==> src/rtl/car_pkg.sv <==
// Shared types and widths for the player-car controller.
// Build option: CAR_CTL_BOOST_EN widens speed and adds a boost button.
package car_pkg;

    typedef enum logic [1:0] {
        IDLE  = 2'd0,
        RUN   = 2'd1,
        CRASH = 2'd2
    } state_t;

`ifdef CAR_CTL_BOOST_EN
    localparam int SPEED_W = 5;
    localparam int BTN_W   = 5;
`else
    localparam int SPEED_W = 4;
    localparam int BTN_W   = 4;
`endif

    // Signed working width for coordinates: 11-bit screen range plus a sign bit.
    localparam int COORD_W = 12;

    localparam int BTN_UP    = 0;
    localparam int BTN_DOWN  = 1;
    localparam int BTN_LEFT  = 2;
    localparam int BTN_RIGHT = 3;
    localparam int BTN_BOOST = 4;

endpackage

==> src/rtl/car_ctl_if.sv <==
// Frame/button inputs and car position/status outputs of car_ctl.
// Build option: CAR_CTL_BOOST_EN adds btn_boost.
interface car_ctl_if;
    import car_pkg::*;

    logic               frame_ended;
    logic               enable;
    logic               btn_up;
    logic               btn_down;
    logic               btn_left;
    logic               btn_right;
`ifdef CAR_CTL_BOOST_EN
    logic               btn_boost;
`endif
    logic [10:0]        xpos;
    logic [10:0]        ypos;
    logic [SPEED_W-1:0] speed;
    logic [3:0]         lap_cnt;
    logic               crashed;

    modport master (
        output frame_ended, enable, btn_up, btn_down, btn_left, btn_right,
`ifdef CAR_CTL_BOOST_EN
        output btn_boost,
`endif
        input  xpos, ypos, speed, lap_cnt, crashed
    );

    modport slave (
        input  frame_ended, enable, btn_up, btn_down, btn_left, btn_right,
`ifdef CAR_CTL_BOOST_EN
        input  btn_boost,
`endif
        output xpos, ypos, speed, lap_cnt, crashed
    );

endinterface

==> src/rtl/car_ctl_btn_sync.sv <==
// Parameterised-width two-flop synchronizer for asynchronous push buttons.
module btn_sync #(
    parameter int W = 1
) (
    input  logic         clk,
    input  logic         rst_n,
    input  logic [W-1:0] i_d,
    output logic [W-1:0] o_q
);

    logic [W-1:0] r_meta;
    logic [W-1:0] r_sync;

    // NOTE: sequential state uses non-blocking assignments so every flop samples pre-edge values.
    always_ff @(posedge clk or negedge rst_n) begin
        if (!rst_n) begin
            r_meta <= '0;
            r_sync <= '0;
        end else begin
            r_meta <= i_d;
            r_sync <= r_meta;
        end
    end

    assign o_q = r_sync;

endmodule

==> src/rtl/car_ctl.sv <==
// Player-car motion controller: speed, steering, wall crash freeze and lap wrap, once per frame.
// Build option: CAR_CTL_BOOST_EN enables the boost button (double ceiling, +2 acceleration steps).
module car_ctl
    import car_pkg::*;
#(
    parameter int SCREEN_W     = 1024,
    parameter int SCREEN_H     = 768,
    parameter int CAR_W        = 64,
    parameter int CAR_H        = 64,
    parameter int X_START      = 480,
    parameter int Y_START      = 640,
    parameter int MAX_SPEED    = 8,
    parameter int ACC_FRAMES   = 4,
    parameter int COAST_FRAMES = 8,
    parameter int STEER_STEP   = 4,
    parameter int CRASH_FRAMES = 60
) (
    input  logic      pclk,
    input  logic      rst,
    car_ctl_if.slave  bus
);

    localparam int X_MAX   = SCREEN_W - CAR_W;
    localparam int Y_WRAP  = SCREEN_H - CAR_H;
    localparam int ACC_W   = (ACC_FRAMES   > 1) ? $clog2(ACC_FRAMES)   : 1;
    localparam int COAST_W = (COAST_FRAMES > 1) ? $clog2(COAST_FRAMES) : 1;
    localparam int CRASH_W = (CRASH_FRAMES > 1) ? $clog2(CRASH_FRAMES) : 1;

    logic [BTN_W-1:0] w_btn_raw;
    logic [BTN_W-1:0] w_btn;

`ifdef CAR_CTL_BOOST_EN
    assign w_btn_raw = {bus.btn_boost, bus.btn_right, bus.btn_left, bus.btn_down, bus.btn_up};
`else
    assign w_btn_raw = {bus.btn_right, bus.btn_left, bus.btn_down, bus.btn_up};
`endif

    btn_sync #(.W(BTN_W)) u_btn_sync (
        .clk   (pclk),
        .rst_n (rst),
        .i_d   (w_btn_raw),
        .o_q   (w_btn)
    );

    logic w_up, w_down, w_left, w_right;
    assign w_up    = w_btn[BTN_UP];
    assign w_down  = w_btn[BTN_DOWN];
    assign w_left  = w_btn[BTN_LEFT];
    assign w_right = w_btn[BTN_RIGHT];

    logic [SPEED_W-1:0] w_ceiling;
    logic [SPEED_W-1:0] w_step;
`ifdef CAR_CTL_BOOST_EN
    assign w_ceiling = w_btn[BTN_BOOST] ? SPEED_W'(2 * MAX_SPEED) : SPEED_W'(MAX_SPEED);
    assign w_step    = w_btn[BTN_BOOST] ? SPEED_W'(2) : SPEED_W'(1);
`else
    assign w_ceiling = SPEED_W'(MAX_SPEED);
    assign w_step    = SPEED_W'(1);
`endif

    state_t             r_state;
    logic [10:0]        r_xpos;
    logic [10:0]        r_ypos;
    logic [SPEED_W-1:0] r_speed;
    logic [3:0]         r_lap;
    logic               r_crashed;
    logic [ACC_W-1:0]   r_acc_cnt;
    logic [COAST_W-1:0] r_coast_cnt;
    logic [CRASH_W-1:0] r_crash_cnt;

    logic [SPEED_W-1:0] w_spd_next;
    logic [SPEED_W:0]   w_spd_sum;
    logic [ACC_W-1:0]   w_acc_next;
    logic [COAST_W-1:0] w_coast_next;

    // NOTE: every always_comb output gets a default first, so no path can infer a latch.
    always_comb begin
        w_spd_next   = r_speed;
        w_spd_sum    = '0;
        w_acc_next   = r_acc_cnt;
        w_coast_next = r_coast_cnt;
        if (w_down) begin
            w_spd_next   = (r_speed > SPEED_W'(2)) ? r_speed - SPEED_W'(2) : '0;
            w_acc_next   = '0;
            w_coast_next = '0;
        end else if (w_up) begin
            w_coast_next = '0;
            if (r_acc_cnt == ACC_W'(ACC_FRAMES - 1)) begin
                w_acc_next = '0;
                w_spd_sum  = {1'b0, r_speed} + {1'b0, w_step};
                w_spd_next = (w_spd_sum > {1'b0, w_ceiling}) ? w_ceiling : w_spd_sum[SPEED_W-1:0];
            end else begin
                w_acc_next = r_acc_cnt + ACC_W'(1);
            end
        end else begin
            w_acc_next = '0;
            if (r_coast_cnt == COAST_W'(COAST_FRAMES - 1)) begin
                w_coast_next = '0;
                w_spd_next   = (r_speed != '0) ? r_speed - SPEED_W'(1) : '0;
            end else begin
                w_coast_next = r_coast_cnt + COAST_W'(1);
            end
        end
        // Releasing boost pulls an over-ceiling speed back down in one frame.
        if (w_spd_next > w_ceiling) begin
            w_spd_next = w_ceiling;
        end
    end

    logic [COORD_W-1:0] w_y_n;
    logic [COORD_W-1:0] w_y_wrap;
    logic [COORD_W-1:0] w_x_n;
    logic               w_steer;
    logic               w_x_neg;
    logic               w_x_over;

    assign w_y_n    = {1'b0, r_ypos} - COORD_W'(w_spd_next);
    assign w_y_wrap = w_y_n + COORD_W'(Y_WRAP);
    assign w_steer  = (w_left ^ w_right) && (w_spd_next != '0);
    assign w_x_n    = w_left ? ({1'b0, r_xpos} - COORD_W'(STEER_STEP))
                             : ({1'b0, r_xpos} + COORD_W'(STEER_STEP));
    assign w_x_neg  = w_x_n[COORD_W-1];
    assign w_x_over = !w_x_neg && (w_x_n > COORD_W'(X_MAX));

    always_ff @(posedge pclk or negedge rst) begin
        if (!rst) begin
            r_state     <= IDLE;
            r_xpos      <= 11'(X_START);
            r_ypos      <= 11'(Y_START);
            r_speed     <= '0;
            r_lap       <= '0;
            r_crashed   <= 1'b0;
            r_acc_cnt   <= '0;
            r_coast_cnt <= '0;
            r_crash_cnt <= '0;
        end else if (bus.frame_ended) begin
            if (!bus.enable) begin
                r_state     <= IDLE;
                r_xpos      <= 11'(X_START);
                r_ypos      <= 11'(Y_START);
                r_speed     <= '0;
                r_crashed   <= 1'b0;
                r_acc_cnt   <= '0;
                r_coast_cnt <= '0;
                r_crash_cnt <= '0;
            end else begin
                case (r_state)
                    IDLE: r_state <= RUN;
                    RUN: begin
                        r_speed     <= w_spd_next;
                        r_acc_cnt   <= w_acc_next;
                        r_coast_cnt <= w_coast_next;
                        if (w_y_n[COORD_W-1]) begin
                            r_ypos <= w_y_wrap[10:0];
                            r_lap  <= r_lap + 4'd1;
                        end else begin
                            r_ypos <= w_y_n[10:0];
                        end
                        if (w_steer) begin
                            if (w_x_neg || w_x_over) begin
                                r_xpos      <= w_x_neg ? 11'd0 : 11'(X_MAX);
                                r_speed     <= '0;
                                r_acc_cnt   <= '0;
                                r_coast_cnt <= '0;
                                r_crash_cnt <= '0;
                                r_crashed   <= 1'b1;
                                r_state     <= CRASH;
                            end else begin
                                r_xpos <= w_x_n[10:0];
                            end
                        end
                    end
                    CRASH: begin
                        if (r_crash_cnt == CRASH_W'(CRASH_FRAMES - 1)) begin
                            r_crash_cnt <= '0;
                            r_crashed   <= 1'b0;
                            r_state     <= RUN;
                        end else begin
                            r_crash_cnt <= r_crash_cnt + CRASH_W'(1);
                        end
                    end
                    default: r_state <= IDLE;
                endcase
            end
        end
    end

    assign bus.xpos    = r_xpos;
    assign bus.ypos    = r_ypos;
    assign bus.speed   = r_speed;
    assign bus.lap_cnt = r_lap;
    assign bus.crashed = r_crashed;

endmodule

==> src/flat_wrapper.sv <==
// flat-port wrapper written by rule: the top's interface ports become plain ports
module car_ctl_flat import car_pkg::*;
#(
    parameter int SCREEN_W     = 1024,
    parameter int SCREEN_H     = 768,
    parameter int CAR_W        = 64,
    parameter int CAR_H        = 64,
    parameter int X_START      = 480,
    parameter int Y_START      = 640,
    parameter int MAX_SPEED    = 8,
    parameter int ACC_FRAMES   = 4,
    parameter int COAST_FRAMES = 8,
    parameter int STEER_STEP   = 4,
    parameter int CRASH_FRAMES = 60
)
  (pclk, rst, bus_frame_ended, bus_enable, bus_btn_up, bus_btn_down, bus_btn_left, bus_btn_right, bus_xpos, bus_ypos, bus_speed, bus_lap_cnt, bus_crashed);
  car_ctl_if bus_i ();
  input  logic pclk;
  input  logic rst;
  input wire logic [$bits(bus_i.frame_ended)-1:0] bus_frame_ended;
  input wire logic [$bits(bus_i.enable)-1:0] bus_enable;
  input wire logic [$bits(bus_i.btn_up)-1:0] bus_btn_up;
  input wire logic [$bits(bus_i.btn_down)-1:0] bus_btn_down;
  input wire logic [$bits(bus_i.btn_left)-1:0] bus_btn_left;
  input wire logic [$bits(bus_i.btn_right)-1:0] bus_btn_right;
  output wire logic [$bits(bus_i.xpos)-1:0] bus_xpos;
  output wire logic [$bits(bus_i.ypos)-1:0] bus_ypos;
  output wire logic [$bits(bus_i.speed)-1:0] bus_speed;
  output wire logic [$bits(bus_i.lap_cnt)-1:0] bus_lap_cnt;
  output wire logic [$bits(bus_i.crashed)-1:0] bus_crashed;
  assign bus_i.frame_ended = bus_frame_ended;
  assign bus_i.enable = bus_enable;
  assign bus_i.btn_up = bus_btn_up;
  assign bus_i.btn_down = bus_btn_down;
  assign bus_i.btn_left = bus_btn_left;
  assign bus_i.btn_right = bus_btn_right;
  assign bus_xpos = bus_i.xpos;
  assign bus_ypos = bus_i.ypos;
  assign bus_speed = bus_i.speed;
  assign bus_lap_cnt = bus_i.lap_cnt;
  assign bus_crashed = bus_i.crashed;
  car_ctl #(.SCREEN_W(SCREEN_W), .SCREEN_H(SCREEN_H), .CAR_W(CAR_W), .CAR_H(CAR_H), .X_START(X_START), .Y_START(Y_START), .MAX_SPEED(MAX_SPEED), .ACC_FRAMES(ACC_FRAMES), .COAST_FRAMES(COAST_FRAMES), .STEER_STEP(STEER_STEP), .CRASH_FRAMES(CRASH_FRAMES)) u_core (.pclk(pclk), .rst(rst), .bus(bus_i));
endmodule
==> config.mk <==
export PLATFORM = sky130hd
export DESIGN_NAME = car_ctl_flat
export DESIGN_NICKNAME = d
export VERILOG_FILES = /design/src/rtl/car_pkg.sv /design/src/rtl/car_ctl_if.sv /design/src/rtl/car_ctl_btn_sync.sv /design/src/rtl/car_ctl.sv /design/src/flat_wrapper.sv
export SDC_FILE = /design/constraint.sdc
export NUM_CORES = 1
export LEC_CHECK = 0
export CAP_MARGIN = 20
export CORE_MARGIN = 5
export CORE_UTILIZATION = 50
export CTS_BUF_LIST = sky130_fd_sc_hd__clkbuf_8
export DETAILED_ROUTE_END_ITERATION = 12
export PLACE_DENSITY = 0.71
export SLEW_MARGIN = 10
export SYNTH_ARGS = -nofsm -noshare
export SYNTH_HDL_FRONTEND = slang
export SYNTH_SLANG_ARGS = --single-unit
==> constraint.sdc <==
create_clock -name pclk -period 5.18 [get_ports pclk]
set_input_delay 1.036 -clock pclk [delete_from_list [all_inputs] [get_ports pclk]]
set_output_delay 1.036 -clock pclk [all_outputs]
set_load 0.01 [all_outputs]
==> metrics.md, run 1 <==
| Metric | Value |
|---|---|
| Number of synthesized flops with an enable pin | `0` |
| Fraction of final layout cells with drive strength greater than 1 | `8.77%` |
| Leading cell type in the layout, fill and taps excluded | `sky130_fd_sc_hd__dfrtp_1` |
| Area overhead of the layout relative to synthesis | `13.8%` |
| Slew at the pin closest to its max-slew limit | `859 ps` |
| Number of optimization iterations in the first detailed-route pass | `4` |
| Via count of the first global-routing pass | `2818` |
| Data required time at the worst endpoint | `5380 ps` |
| Clock latency reported for the late side of the worst-skew pair | `300 ps` |
| WP depth | `16` |
| Hold buffer count at CTS | `0` |
| Area of all placed cells without fillers | `0.00397 mm^2` |
| FFs w/ async S/R, synth | `100%` |
| Placement row count | `30` |
| Type of the tightest min-delay check | `reg2reg` |
| Routed wirelength normalized by instance count | `15.9 um` |
| Post-route ant nets | `0` |
| Clock Skew | `7.86 ps` |
| Master cell of the clock root buffer | `sky130_fd_sc_hd__clkbuf_8` |
| Longest individual stage delay on the worst path | `540 ps` |
| Filler cell count | `581` |
| Combined flip-flop and latch cell area | `0.00126 mm^2` |
| Via-per-instance ratio | `6.04` |
| Delay-heaviest family, CP | `simple AND/OR/NAND/NOR gates` |
| Post-CTS repair timing setup buffer count | `0` |
| Crit path time final | `4460 ps` |
| CP Capture Type | `register` |
| Port Buffers | `36` |
| Area of the multi-input gates | `0.00205 mm^2` |
| Remaining global-route overflow | `0` |
| WL final | `7870 um` |
| Width of the die | `93.5 um` |
| Post-layout power | `0.00132 W` |
| Max Cap Violations | `0` |
| Commonest non-fill, non-tap cells in the layout | `44 x sky130_fd_sc_hd__dfrtp_1, 35 x sky130_fd_sc_hd__clkdlybuf4s50_1, 30 x sky130_fd_sc_hd__nand2_1, 25 x sky130_fd_sc_hd__ha_1` |
| Terminus of the critical flop-to-flop path | `u_core.bus.ypos[8]` |
| Post-cts resize count | `0` |
| Warnings, synthesis | `0` |
| Clock transition at the registers of the reported paths | `100 ps` |
| Total half-perimeter wirelength after legalization and detailed placement | `5710 um` |
| FF+latch count, synth | `50` |
| Maximum achievable frequency | `0.224 GHz` |
| Global-route wire length before repair | `13500 um` |
| Area of the die | `0.00874 mm^2` |
| Reg2Reg Launch Point | `u_core.bus.speed[0]` |
| Total routing usage reported by global routing | `19.0%` |
| Smallest setup slack after layout | `717 ps` |
| Final setup vio count | `0` |
| Most frequently used flop master after synthesis | `sky130_fd_sc_hd__dfrtp_1` |
| Pins over their slew limit | `0` |
| Cell area power density | `333 mW/mm^2` |
| Register area share after synthesis | `36.1%` |
| Worst path arrival time | `4670 ps` |
| Kind of launch point of the worst setup path | `register` |
| Post-placement cell area | `0.00388 mm^2` |
| Endpoint of the worst setup timing path | `u_core.bus.ypos[8]` |
| Leakage dissipation | `1.63 nW` |
| Mean cell area of the mapped netlist | `9.37 um^2` |
| Number of antenna violations at the first check in global routing | `0` |
| Depth of the worst register-to-register path | `16` |
| Worst Path Max Fanout | `11` |
| Maximum vdd drop | `0.000151 V` |
| Number of instances in the synthesized netlist | `372` |
| Number of top-level pins | `39` |
| Die outline height | `93.5 um` |
| Worst rel slew slack | `42.7%` |
| Critical Path Start | `u_core.bus.speed[0]` |
| Critical Path, Cell by Cell | `inv_1 -> ha_1 -> nand2_1 -> or4b_1 -> a311oi_2 -> o21ai_0 -> ha_1 -> nor2b_1 -> o21a_1 -> o21a_1 -> nor4_2 -> xnor2_1 -> ha_1 -> nor4_1 -> xnor2_1 -> o31ai_1` |
| Worst Setup Path Type | `reg2reg` |
| N_diodes | `0` |
| Distinct cell type count after synthesis | `79` |
| Total negative setup slack | `0 ps` |
| Number of buffers created by CTS | `5` |
| Number of sinks on the clock net | `50` |
| Slowest cell on the critical path | `sky130_fd_sc_hd__dfrtp_1` |
| # DRC | `0` |
| Floorplan Core Area | `0.00679 mm^2` |
| Buffer depth of the longest clock path | `2` |
| Outcome | `finished, final reports clean` |
| Share of the clock period used by the worst path | `86.2%` |
| Worst Hold Slack | `355 ps` |
| Most used cell, CP | `sky130_fd_sc_hd__ha_1` |
| RD Place Congestion | `0.935` |
| Final layout net count | `433` |
| Largest net degree at the start of global routing | `51` |
| Setup repair after global routing missed its margin | `no` |
| Worst Path Buf+Inv | `1` |
| Setup slack at placement | `603 ps` |
| Number of hold violations in the final report | `0` |
| Cell area after technology mapping | `0.00349 mm^2` |
| Via count | `2992` |
| TritonCTS clock tree | `built` |
| Initial standard-cell utilization of the core | `51.3%` |
| Max H-tree Level | `2` |
| Flop2flop setup slack | `720 ps` |
| Drt first-iter violations | `252` |
==> Yosys cell counts, drive strengths merged (9+ instances only) <==
master	instances	area (um^2)
o22ai	10	62.6
dfrtp	44	1100
o21ai	20	104
nor3	9	45.0
xnor2	12	105
ha	25	313
inv	21	81.3
nand3	11	60.1
clkbuf	12	45.0
a21oi	23	130
nand2	30	113
nor2	15	56.3
==> how the worst min path moves through the flow <==
stage | from | end | slack, ps | depth (start not counted)
floorplan | u_core.u_btn_sync.r_meta[0] | u_core.u_btn_sync.o_q[0] | 330 | 0
global placement | u_core.u_btn_sync.r_meta[0] | u_core.u_btn_sync.o_q[0] | 330 | 0
detailed placement | u_core.u_btn_sync.r_meta[0] | u_core.u_btn_sync.o_q[0] | 330 | 0
CTS | u_core.u_btn_sync.r_meta[0] | u_core.u_btn_sync.o_q[0] | 360 | 0
global route | u_core.u_btn_sync.r_meta[0] | u_core.u_btn_sync.o_q[0] | 360 | 0
finish | u_core.u_btn_sync.r_meta[0] | u_core.u_btn_sync.o_q[0] | 350 | 0
==> logic make-up after synthesis <==
kind of cell	Yosys count	share of synthesized area (%)
compound gates	122	26.3
fa+ha+maj	27	10.1
simple gates	112	16.9
other cells	1	0.108
mux	6	1.79
flops	50	36.1
xor+xnor	13	3.27
buf+inv	41	5.35
==> state kept, by name, indices dropped and copies added (netlist names) <==
| name | cells |
|---|---|
| u_core.bus.lap_cnt | 4 |
| u_core.bus.crashed | 1 |
| u_core.bus.xpos | 9 |
| u_core.r_crash_cnt | 6 |
| u_core.bus.speed | 4 |
| u_core.r_acc_cnt | 2 |
| u_core.u_btn_sync.r_meta | 4 |
| u_core.u_btn_sync.o_q | 4 |
| u_core.bus.ypos | 11 |
| u_core.r_state | 2 |
| u_core.r_coast_cnt | 3 |
==> power breakdown <==
group	total (W)	leakage (nW)	internal [W]	switching, W
clock network	0.000228	0.0493	0.0000938	0.000134
logic	0.000587	0.931	0.000269	0.000318
registers	0.000508	0.650	0.000442	0.0000659
==> cell type report <==
class                           count  share of cell area, %
Inverter                           21                   2.05
Clock buffer                        5                   1.73
Timing Repair Buffer               38                   9.33
Tap cell                           96                   3.03
Sequential cell                    50                   31.7
Clock inverter                      3                  0.441
Multi-Input combinational cell    282                   51.7
==> routing by layer <==
layer / global-route usage, % / part of all wire [%] / vias to the layer above
met4: 3.66 / 0.70 / 0
met1: 26.6 / 47 / 1430
met2: 30.1 / 47 / 93
met3: 4.42 / 5.9 / 12
li1: - / - / 1457
met5: 0 / 0 / -
==> stage by stage <==
stage | instances | utilization [%]
5_1_grt | 495 | 58.4
2_1_floorplan | 373 | -
3_5_place_dp | 487 | 57.1
4_1_cts | 495 | 58.3
6_report | 495 | 58.4
3_3_place_gp | 487 | 57.1
Power figures use the tool's default switching activity.
==> inputs of run 2 (changes only) <==
Settings changed: TNS_END_PERCENT set to 10.
==> results of run 2 <==
The final DEF is identical to that of run 1; final timing and power are the same.
